<file path="config.mk">
export PLATFORM = sky130hd
export DESIGN_NAME = rec_arbiter
export DESIGN_NICKNAME = d
export VERILOG_FILES = /design/src/rtl/rec_arbiter.sv
export SDC_FILE = /design/constraint.sdc
export NUM_CORES = 1
export LEC_CHECK = 0
export BUFFER_PORTS_ARGS = -buffer_cell sky130_fd_sc_hd__buf_2
export CORE_AREA = 2 2 139 141
export CTS_CLUSTER_DIAMETER = 50
export DETAILED_ROUTE_END_ITERATION = 8
export DIE_AREA = 0 0 141 143
export PLACE_DENSITY = 0.87
export SLEW_MARGIN = 20
export SYNTH_ARGS = -nofsm -noshare
export SYNTH_HDL_FRONTEND = slang
export SYNTH_SLANG_ARGS = --single-unit
</file>
<file path="constraint.sdc">
create_clock -name clk -period 8.8 [get_ports clk]
set_input_delay 0.88 -clock clk [delete_from_list [all_inputs] [get_ports clk]]
set_output_delay 0.88 -clock clk [all_outputs]
set_load 0.005 [all_outputs]
</file>
<file path="src/rtl/rec_arbiter.sv">
// rec_arbiter
// Collects branch-mispredict recovery requests from N_REQ resolution units and
// drives the single recovery port of the renaming unit. It always issues the
// oldest pending request relative to the ROB head, blocks further recoveries
// until the renamer finishes its RHT walk, and drops requests that the issued
// recovery has made wrong-path.
//
// Ports
//   clk         clock, all state on the rising edge
//   rst         asynchronous, active-high reset
//   req_valid   per-requester valid
//   req_rob_id  flattened N_REQ x ROB_W ROB ids (requester i at [i*ROB_W +: ROB_W])
//   req_rht_id  flattened N_REQ x RHT_W RHT ids
//   req_ready   per-requester slot empty; accept on valid & ready
//   rob_head    ROB commit pointer (oldest in-flight)
//   rec_en      one-cycle recovery strobe
//   rec_rob_id  recovered ROB id (held until the next selection)
//   rec_rht_id  recovered RHT id (held until the next selection)
//   rec_busy    renamer walk in progress
//   rec_count   recoveries issued, saturating at 16'hFFFF
module rec_arbiter #(
  parameter int N_REQ     = 4,
  parameter int ROB_DEPTH = 96,
  parameter int RHT_DEPTH = 128,
  parameter int K         = 32,
  localparam int ROB_W    = $clog2(ROB_DEPTH),
  localparam int RHT_W    = $clog2(RHT_DEPTH)
) (
  input  logic                     clk,
  input  logic                     rst,
  input  logic [N_REQ-1:0]         req_valid,
  input  logic [N_REQ*ROB_W-1:0]   req_rob_id,
  input  logic [N_REQ*RHT_W-1:0]   req_rht_id,
  output logic [N_REQ-1:0]         req_ready,
  input  logic [ROB_W-1:0]         rob_head,
  output logic                     rec_en,
  output logic [ROB_W-1:0]         rec_rob_id,
  output logic [RHT_W-1:0]         rec_rht_id,
  input  logic                     rec_busy,
  output logic [15:0]              rec_count
);

  localparam int IDX_W = (N_REQ > 1) ? $clog2(N_REQ) : 1;

  typedef enum logic [1:0] {
    IDLE  = 2'd0,
    ISSUE = 2'd1,
    DRAIN = 2'd2
  } state_t;

  state_t             state_q, state_d;
  logic [N_REQ-1:0]   slot_valid_q, slot_valid_d;
  logic [ROB_W-1:0]   slot_rob_q [N_REQ];
  logic [ROB_W-1:0]   slot_rob_d [N_REQ];
  logic [RHT_W-1:0]   slot_rht_q [N_REQ];
  logic [RHT_W-1:0]   slot_rht_d [N_REQ];
  logic [ROB_W-1:0]   rec_rob_id_q, rec_rob_id_d;
  logic [RHT_W-1:0]   rec_rht_id_q, rec_rht_id_d;
  logic [ROB_W-1:0]   win_age_q, win_age_d;
  logic [15:0]        rec_count_q, rec_count_d;

  logic [ROB_W-1:0]   slot_age [N_REQ];
  logic [ROB_W-1:0]   req_age  [N_REQ];
  logic [N_REQ-1:0]   accept;
  logic               any_valid;
  logic [IDX_W-1:0]   win_idx;
  logic [ROB_W-1:0]   best_age;

  // Distance from the ROB head. The wrap branch may overflow ROB_W bits in the
  // intermediate sum, but the true result is < ROB_DEPTH so modular arithmetic
  // still yields the right value.
  function automatic logic [ROB_W-1:0] age_of(input logic [ROB_W-1:0] id,
                                               input logic [ROB_W-1:0] head);
    if (id >= head) return id - head;
    else            return id + ROB_W'(ROB_DEPTH) - head;
  endfunction

  assign req_ready  = ~slot_valid_q;
  assign rec_en     = (state_q == ISSUE);
  assign rec_rob_id = rec_rob_id_q;
  assign rec_rht_id = rec_rht_id_q;
  assign rec_count  = rec_count_q;

  always_comb begin
    for (int unsigned i = 0; i < N_REQ; i++) begin
      slot_age[i] = age_of(slot_rob_q[i], rob_head);
      req_age[i]  = age_of(req_rob_id[i*ROB_W +: ROB_W], rob_head);
    end
  end

  // Oldest valid slot; strict less-than keeps the lowest index on ties.
  always_comb begin
    any_valid = 1'b0;
    win_idx   = '0;
    best_age  = '0;
    for (int unsigned i = 0; i < N_REQ; i++) begin
      if (slot_valid_q[i] && (!any_valid || slot_age[i] < best_age)) begin
        any_valid = 1'b1;
        win_idx   = IDX_W'(i);
        best_age  = slot_age[i];
      end
    end
  end

  // While a recovery is in flight, only requests older than it are kept.
  always_comb begin
    for (int unsigned i = 0; i < N_REQ; i++) begin
      accept[i] = req_valid[i] && !slot_valid_q[i] &&
                  ((state_q == IDLE) || (req_age[i] < win_age_q));
    end
  end

  always_comb begin
    state_d      = state_q;
    slot_valid_d = slot_valid_q;
    slot_rob_d   = slot_rob_q;
    slot_rht_d   = slot_rht_q;
    rec_rob_id_d = rec_rob_id_q;
    rec_rht_id_d = rec_rht_id_q;
    win_age_d    = win_age_q;
    rec_count_d  = rec_count_q;

    unique case (state_q)
      IDLE: begin
        if (any_valid) begin
          rec_rob_id_d          = slot_rob_q[win_idx];
          rec_rht_id_d          = slot_rht_q[win_idx];
          win_age_d             = best_age;
          slot_valid_d[win_idx] = 1'b0;
          state_d               = ISSUE;
        end
      end
      ISSUE: begin
        if (rec_count_q != 16'hFFFF) rec_count_d = rec_count_q + 16'd1;
        for (int unsigned i = 0; i < N_REQ; i++) begin
          if (slot_valid_q[i] && slot_age[i] >= win_age_q) slot_valid_d[i] = 1'b0;
        end
        state_d = DRAIN;
      end
      DRAIN: begin
        if (!rec_busy) state_d = IDLE;
      end
      default: state_d = IDLE;
    endcase

    // Accepts only target empty slots, so they never collide with the clears above.
    for (int unsigned i = 0; i < N_REQ; i++) begin
      if (accept[i]) begin
        slot_valid_d[i] = 1'b1;
        slot_rob_d[i]   = req_rob_id[i*ROB_W +: ROB_W];
        slot_rht_d[i]   = req_rht_id[i*RHT_W +: RHT_W];
      end
    end
  end

  always_ff @(posedge clk or posedge rst) begin
    if (rst) begin
      state_q      <= IDLE;
      slot_valid_q <= '0;
      slot_rob_q   <= '{default: '0};
      slot_rht_q   <= '{default: '0};
      rec_rob_id_q <= '0;
      rec_rht_id_q <= '0;
      win_age_q    <= '0;
      rec_count_q  <= '0;
    end else begin
      state_q      <= state_d;
      slot_valid_q <= slot_valid_d;
      slot_rob_q   <= slot_rob_d;
      slot_rht_q   <= slot_rht_d;
      rec_rob_id_q <= rec_rob_id_d;
      rec_rht_id_q <= rec_rht_id_d;
      win_age_q    <= win_age_d;
      rec_count_q  <= rec_count_d;
    end
  end

  // ROB and RHT ids of one instruction agree modulo the checkpoint period.
  for (genvar g = 0; g < N_REQ; g++) begin : g_align
    a_align: assert property (@(posedge clk) disable iff (rst)
      (req_valid[g] && req_ready[g]) |->
        ((int'(req_rht_id[g*RHT_W +: RHT_W]) % K) == (int'(req_rob_id[g*ROB_W +: ROB_W]) % K)));
  end

endmodule

</file>
Word-level counts from Yosys, hierarchy flattened:

Index checks and enable logic that the tools add are counted.

* word-level logic and storage cells: 163
* register bits: 99
* output and inout port bits: 35
* input port bits: 70

* equal/unequal tests: 13
* add/sub/neg operators: 25
* order comparisons: 22
* bitwise operators: 4
* reductions and logical operators: 42
* muxes and demuxes: 40

Operator list (number)
* $mux 7: 16
* $sub 7x7->7: 16
* $ge 7x7->1: 12
* $add 7x7->7 const B: 8
* $lt 7x7->1: 7
* $bmux 7 s2: 2
* $add 16x1->16 const B: 1
* $logic_and 1x1->1: 16
* $ne 16x16->1 const B: 1
* $mux 1: 14
* $ne 3x1->1 const B: 4
* $ne 3x3->1 const B: 4
* $reduce_and 3->1: 4
* $reduce_bool 3->1: 4
* $mux 2: 4
* $not 4->4: 2
* $pmux 4 s2: 1
* $logic_not 1->1: 7
* $logic_or 1x1->1: 7
* $pmux 2 s3: 1
* $reduce_and 2->1: 3
* $and 4x4->4: 1
* $mux 4: 1
* $ne 2x2->1 const B: 2
* other kinds (8): 8

Logic depth before layout (Yosys ltp):

Gate-level depths: netlist (run 1).

* depth in word-level cells: 25
* mapped depth: 41
* gate-level depth less buffers: 36

Worst setup path before layout (run 1):

OpenSTA, ideal clock, no wires.

* path kind: input -> register
* start point: input port rob_head[1]
* end point: register rec_rht_id_q[5] (netlist: rec_rht_id[5])
* data required time: 8665 ps
* setup slack: 679 ps
* data arrival time: 7986 ps
* setup time: 135 ps
* buffers on the path: 4
* cell stages on the path: 36
* path through: inv_1 ha_1 fa_1 a211oi_1 or4b_2 o2111ai_1 mux2i_1 xor2_1 inv_1 ha_1 o21ai_0 o21ai_1 a21o_1 and2_1 buf_2 buf_1 o21a_1 inv_1 ha_1 a211o_1 o211ai_1 nand2_1 or3_1 o21ai_2 mux2i_1 ha_1 a21oi_1 a21oi_1 a211oi_1 nand3_1 o2bb2ai_2 buf_6 nor2_8 buf_6 a222oi_1 o21ai_0

* word-level cells in the longest chain between the ends: 19
* elaborated cells on any way between the ends: 41
* classes of those cells: add/sub: 8; order compare: 7; mux: 16; bitwise: 1; reduce/logical: 9

Ends and longest elaborated chain
* start, declared: RTL line 35 `input logic [ROB_W-1:0] rob_head,`
* $sub 7x7->7 (tied with other cells): RTL line 75 `else return id + ROB_W'(ROB_DEPTH) - head;`
* $mux 7: RTL line 74 `if (id >= head) return id - head;`
* $mux 7: RTL line 97 `if (slot_valid_q[i] && (!any_valid || slot_age[i] < best_age)) begin`
* $lt 7x7->1: RTL line 97
* $logic_or 1x1->1: RTL line 97
* $logic_and 1x1->1: RTL line 97
* $mux 7 or $mux 1 (tied branches): RTL line 97
* $lt 7x7->1 or $logic_not 1->1 (tied branches): RTL line 97
* (+2 left out)
* $mux 7 or $mux 1 (tied branches): RTL line 97
* $lt 7x7->1 or $logic_not 1->1 (tied branches): RTL line 97
* $logic_or 1x1->1: RTL line 97
* $logic_and 1x1->1: RTL line 97
* $mux 2: RTL line 97
* $not 2->3 (not written as such): RTL line 127 `rec_rht_id_d = slot_rht_q[win_idx];`
* $bmux 7 s2: RTL line 127
* $mux 7 (not written as such) (2 in series): RTL line 127
* end signal, assigned: RTL line 172 `rec_rht_id_q <= rec_rht_id_d;`
* end, declared: RTL line 58 `logic [RHT_W-1:0] rec_rht_id_q, rec_rht_id_d;`

Several ways; a longest one is shown, not always the timed one. The select of a mux whose other input is x is not followed.
A chain may end at the register's enable or synchronous reset.

Worst setup path after layout (run 1):

* start point: input port rob_head[1]
* end point: register rec_rht_id_q[1] (netlist: rec_rht_id[1])

Same word-level chain as after synthesis.

==> results of run 1 <==
stage by stage:
| step | setup TNS (ns) | worst slack (ns) |
|---|---|---|
| final | 0 | 0.425 |
| after global routing | -0.0224 | -0.0193 |
| after CTS | 0 | 0.375 |
| after detailed placement | 0 | 0.0248 |
| after global placement | 0 | 0.430 |
| after floorplan | 0 | 0.679 |
registers in the layout, indices dropped and copies added, names as in the netlist:
signal	count
rec_count	16
rec_rht_id	7
rec_rob_id	7
slot_rht_q	28
slot_rob_q	28
slot_valid_q	4
state_q	2
win_age_q	7
cells in the final DEF, fill, tap and decap left out, types with 16 or more instances in the layout:
cell / count
nand2_1: 91
buf_2: 104
buf_4: 20
nor2_1: 75
dfrtp_1: 99
a21oi_1: 54
ha_1: 176
o21ai_0: 72
fa_1: 47
mux2i_1: 21
mux2_2: 57
xor2_1: 31
o21a_1: 18
nand3_1: 19
xnor2_1: 44
a31oi_1: 16
inv_1: 145
worst max-delay path: cells and delay by family:
kind / cells / cell delay [ns]
AOI/OAI and AO/OA: 16 / 3.63
adders and majority gates: 6 / 1.88
buffers and inverters: 4 / 0.59
muxes: 1 / 0.35
and+or+nand+nor: 7 / 1.26
worst paths after layout:
check / slack [ns] / start / endpoint / cells after the start
worst max register to register: 0.77 / slot_rob_q[22]$_DFFE_PP0P_ / rec_rht_id[1]$_DFFE_PP0P_ / 32
max in group asynchronous: 7.34 / rst / slot_rob_q[14]$_DFFE_PP0P_ / 4
worst min register to register: 0.49 / rec_count[3]$_DFFE_PP0P_ / rec_count[3]$_DFFE_PP0P_ / 1
min in group clk: 0.49 / rec_count[3]$_DFFE_PP0P_ / rec_count[3]$_DFFE_PP0P_ / 1
worst min-delay path: 0.48 / rst / slot_rob_q[23]$_DFFE_PP0P_ / 2
worst max-delay path: 0.43 / rob_head[1] / rec_rht_id[1]$_DFFE_PP0P_ / 34
layer usage:
layer / global-route usage [%] / wire length [um] / part of all wire [%] / vias to the layer above
met1: 40.6 / 12600 / 41 / 4508
met5: 0 / 0 / 0 / -
li1: - / - / - / 4392
met2: 52.3 / 14500 / 48 / 376
met4: 12.0 / 1160 / 3.8 / 0
met3: 4.36 / 2210 / 7.2 / 80
area by class of cell:
cell class	count	share of cell area, %
multi-input cells	918	64.3
repair buffers	125	5.76
well taps	234	2.42
clock buffers	9	1.86
flip-flops and latches	99	20.4
clock inverters	7	0.733
inverters	146	4.54
cell families (layout without fill, tap and decap cells):
| kind of cell | count (synthesis) | in the layout | share of synthesized area, % |
|---|---|---|---|
| compound gates | 283 | 283 | 17.2 |
| xor+xnor | 75 | 75 | 6.01 |
| fa+ha+maj | 223 | 223 | 28.7 |
| buf+inv | 169 | 287 | 6.30 |
| flops | 99 | 99 | 22.7 |
| mux | 78 | 78 | 7.79 |
| simple gates | 259 | 259 | 11.3 |
timing repair:
action                     in CTS  in global routing
setup endpoints to repair       0                 18
setup buffers                   0                  1
resized for setup               0                  4
==> flow_summary_export.csv, run 1 <==
group,metric,value,unit
outcome,status,"complete, no violations",
grt,antenna_found_initial,0,
clocking,cts_buffer_depth,2,
setup_path,cp-end-kind,"register",
final_layout,n_fill_cell,1488,
floorplan,core_area,18600,sq um
final_layout,layout.nets,1592,
timing,finalSetupViolations,0,
timing,period_minus_slack,8.37,ns
clocking,clkSinkCount,99,
timing,worst-slew-pin-transition,0.838,ns
timing,period_share,95.2,%
synthesis,synth_seq_cells,99,
place,dp.cells,1520,
setup_path,max_stage_delay,0.66,ns
detailed_routing,drc_errors,0,
synthesis,synthArstFlopShare,100,%
detailed_routing,drt-total-wl,30.5,mm
detailed_routing,ant_nets,0,
synthesis,yosysWarnings,0,
final_layout,multiInputGateArea,7790,sq um
timing,fmax,0.119,GHz
final_layout,antenna_cells,0,
synthesis,syn_area,10900,sq um
grt,grt_pass1_wl,48.9,mm
place,place_area,11800,sq um
timing,timing.hold.ws,0.480,ns
floorplan,dieWidth,141,um
detailed_routing,vias_per_cell,6.08,
setup_path,arrival,8.61,ns
place,gp_congestion,1.03,
final_layout,instances_no_fill,1538,
synthesis,synth_edf_count,0,
clocking,cts-buffers-inserted,9,
clocking,clk_latency,0.37,ns
final_layout,area_growth,10.8,%
detailed_routing,dr.first_iter.drc_count,928,
synthesis,synth_top_area_share,22.7,%
timing,worst_clock_skew,0.0155,ns
grt,grt_usage,31.0,%
synthesis,avgSynthCellArea,9.22,sq um
grt,grt_pass1_vias,9441,
synthesis,yosys.area.top_type,"dfrtp_1",
run,drv_cap,0,
detailed_routing,num_vias,9356,
setup_path,start_kind,"input pin",
setup_path,cpMostUsedCell,"ha_1",
hold_path,hold_class,"input pin to async pin",
final_layout,final_util,65.2,%
setup_path,critPathRequiredTime,9.03,ns
place,port_buffers,104,
detailed_routing,drt-pass1-iter-count,9,
synthesis,yosys_most_used_dff,"dfrtp_1",
setup_path,cp_max_fo,17,
synthesis,synthDistinctLibCells,73,
floorplan,ioPinCount,105,
setup_path,cp_slowest_cell,"o311ai_0",
final_layout,drive_gt1_share,16.8,%
clocking,cts.htree.levels,3,
synthesis,yosysMostFrequentCell,"ha_1",
detailed_routing,post_drt_wl_per_cell,19.8,um
synthesis,yosys-top-cells-count,"ha_1, inv_1, dfrtp_1",
clocking,tritoncts,"built",
final_layout,regArea,2480,sq um
synthesis,synth_nets,1479,
floorplan,rows,50,
setup_path,worstSetupPathType,"input pin to register",
clocking,holdBufCountCts,0,
floorplan,start_util,58.9,%
floorplan,die_h,143,um
clocking,path_clk_slew,0.08,ns
synthesis,netlist_instances,1186,
synthesis,yosysSeqAreaShare,22.7,%
grt,grt_max_degree,79,
place,dp.final_hpwl,24.0,mm
grt,grt_overflow,0,
timing,maxSlewViolCount,0,
final_layout,fin_area,12100,sq um
synthesis,ys_top_cells_by_area,"dfrtp_1, ha_1, fa_1",
clocking,cts_root_buf,"clkbuf_16",
timing,hold_viol,0,
floorplan,dieArea,20200,sq um
timing,relSlewSlack,44.1,%
Power of run 1 is left out: the tool's default activity adds up to more than one toggle a clock period on the data nets, which glitch-free logic cannot reach.
==> run 2: changes to the inputs <==
ABC_AREA = 1   (was unset)
CORE_AREA = 2 2 136 138   (was 2 2 139 141)
DIE_AREA = 0 0 138 140   (was 0 0 141 143)
PLACE_DENSITY = 0.9   (was 0.87)
==> run 2 against run 1 <==
  * Cell count up 11%
  * Worst setup slack gained 0.24 ns
  * Hold slack improved by 0.012 ns
  * Utilization increased by 2.7 points
  * Critical path type unchanged
==> flow_summary_export.csv, run 2 <==
group,metric,value,unit
outcome,status,"complete, no violations",
timing,tns,0,ns
floorplan,die_h,140,um
synthesis,yosysSeqAreaShare,22.6,%
detailed_routing,dr.first_iter.drc_count,1036,
synthesis,netlist_instances,1370,
final_layout,layout_common_cells,"inv_1, nand2_1, ha_1, buf_2",
timing,worst-slew-pin-transition,1.06,ns
timing,finalSetupViolations,0,
synthesis,synth_compound_area_share,12.6,%
grt,met3_usage,4.85,%
timing,fmax,0.123,GHz
hold_path,hold_class,"input pin to async pin",
final_layout,area_growth,10.3,%
floorplan,ioPinCount,105,
floorplan,dieArea,19300,sq um
final_layout,n_fill_cell,1441,
detailed_routing,drt-total-wl,31.8,mm
clocking,cts_buffer_depth,2,
grt,grt_util_met1,43.3,%
setup_path,cp_slowest_cell,"o21ai_0",
setup_path,cp-end-kind,"register",
grt,grt_overflow,0,
synthesis,yosys.area_share.simple,17.3,%
timing,rsz0062_at_grt,"no",
final_layout,layout.nets,1764,
synthesis,synthMuxAreaShare,3.93,%
place,dp.final_hpwl,24.4,mm
detailed_routing,post_drt_wl_per_cell,18.7,um
grt,use_met2,55.4,%
clocking,tritoncts,"built",
place,port_buffers,104,
clocking,clkSinkCount,99,
final_layout,final_common_cell,"inv_1",
synthesis,yosys.area.top_type,"dfrtp_1",
grt,grt_max_degree,78,
timing,hold_viol,0,
synthesis,synth_nets,1663,
synthesis,yosysMostFrequentCell,"inv_1",
synthesis,ys_top_cells_by_area,"dfrtp_1, ha_1, fa_1",
grt,grt_usage,32.9,%
synthesis,avgSynthCellArea,8.00,sq um
place,dp_slack,0.328,ns
clocking,post_cts_buffers,0,
synthesis,synth-adder-area-share,28.7,%
synthesis,synth_top_family_by_area,"adder cells",
synthesis,yosys_most_used_dff,"dfrtp_1",
final_layout,final_util,68.0,%
grt,antenna_found_initial,0,
timing,period_share,92.4,%
setup_path,start_kind,"input pin",
synthesis,synth_xor_area_share,6.15,%
timing,final.setup.worst_slack,0.666,ns
floorplan,start_util,61.6,%
place,gp_congestion,0.993,
setup_path,max_stage_delay,0.58,ns
clocking,path_clk_slew,0.07,ns
place,place_area,11700,sq um
detailed_routing,vias_per_cell,5.89,
synthesis,syn_area,11000,sq um
setup_path,arrival,8.39,ns
timing,worst_clock_skew,0.00938,ns
detailed_routing,num_vias,10000,
clocking,cts_root_buf,"clkbuf_16",
detailed_routing,drc_errors,0,
clocking,cts_resized,0,
final_layout,fin_area,12100,sq um
setup_path,cpMostUsedCell,"nand2_1",
synthesis,yosys-top-cells-count,"inv_1, nand2_1, ha_1",
final_layout,multiInputGateArea,7530,sq um
timing,period_minus_slack,8.13,ns
synthesis,synth_seq_cells,99,
synthesis,synth_top_area_share,22.6,%
detailed_routing,ant_nets,0,
detailed_routing,drt-pass1-iter-count,6,
final_layout,drive_gt1_share,12.2,%
floorplan,rows,49,
clocking,clk_latency,0.36,ns
synthesis,yosysWarnings,0,
final_layout,regArea,2480,sq um
setup_path,worstSetupPathType,"input pin to register",
final_layout,antenna_cells,0,
grt,grt_pass1_vias,9699,
setup_path,cp_max_fo,23,
clocking,holdBufCountCts,0,
synthesis,synth_edf_count,0,
run,drv_cap,0,
synthesis,synthArstFlopShare,100,%
grt,grt_busiest_layer,"met2",
timing,relSlewSlack,29.1,%
synthesis,synthDistinctLibCells,41,
floorplan,dieWidth,138,um
clocking,cts-buffers-inserted,9,
grt,grt_pass1_wl,50.6,mm
timing,maxSlewViolCount,0,
setup_path,critPathRequiredTime,9.05,ns
floorplan,core_area,17800,sq um
clocking,cts.htree.levels,3,
## run 2: cells by family (layout without fill, tap and decap cells)
logic type / count (synthesis) / in the layout
and+or+nand+nor: 445 / 445
xor gates and xnor gates: 77 / 77
adders and majority gates: 223 / 223
DFF: 99 / 99
buffers and inverters: 248 / 353
muxes: 40 / 40
AOI/OAI and AO/OA: 238 / 238
## run 2: metal layers
layer | part of all wire [%] | up-vias
met2 | 48 | 489
met1 | 40 | 4753
met4 | 4.1 | 0
li1 | - | 4695
met5 | 0 | -
met3 | 8.0 | 92
## run 2: cell type report
| cell class | instances | share of cell area, % |
|---|---|---|
| Multi-Input combinational cell | 1023 | 62.3 |
| Sequential cell | 99 | 20.5 |
| Clock buffer | 9 | 1.86 |
| Inverter | 221 | 6.92 |
| Clock inverter | 6 | 0.797 |
| Timing Repair Buffer | 117 | 5.28 |
| Tap cell | 229 | 2.37 |
## run 2: worst max-delay path: cells and delay by family
kind	cells	cell delay [ns]
buffers and inverters	4	0.54
AND/OR/NAND/NOR	20	2.54
AO/OA/AOI/OAI	8	2.68
adder cells (fa/ha/maj)	5	1.74
## run 2: path summary, 6_finish.rpt
check | start | end | slack [ns] | cells past startpoint
min in group clk | rec_count[11]$_DFFE_PP0P_ | rec_count[11]$_DFFE_PP0P_ | 0.49 | 1
hold reg to reg | rec_count[11]$_DFFE_PP0P_ | rec_count[11]$_DFFE_PP0P_ | 0.49 | 1
max in group asynchronous | rst | win_age_q[4]$_DFFE_PP0P_ | 7.29 | 4
setup / recovery | rob_head[3] | rec_rht_id[2]$_DFFE_PP0P_ | 0.67 | 37
hold / removal | rst | slot_rob_q[14]$_DFFE_PP0P_ | 0.49 | 2
setup reg to reg | slot_rob_q[22]$_DFFE_PP0P_ | rec_rht_id[2]$_DFFE_PP0P_ | 1.20 | 42
## run 2: per-stage QoR
step / cells / hold WS, ns
after CTS: 1703 / 0.494
final: 1704 / 0.492
after floorplan: 1370 / 0.453
after global routing: 1704 / 0.510
after global placement: 1688 / 0.474
after detailed placement: 1688 / 0.483
Power of run 2 is left out for the same reason.
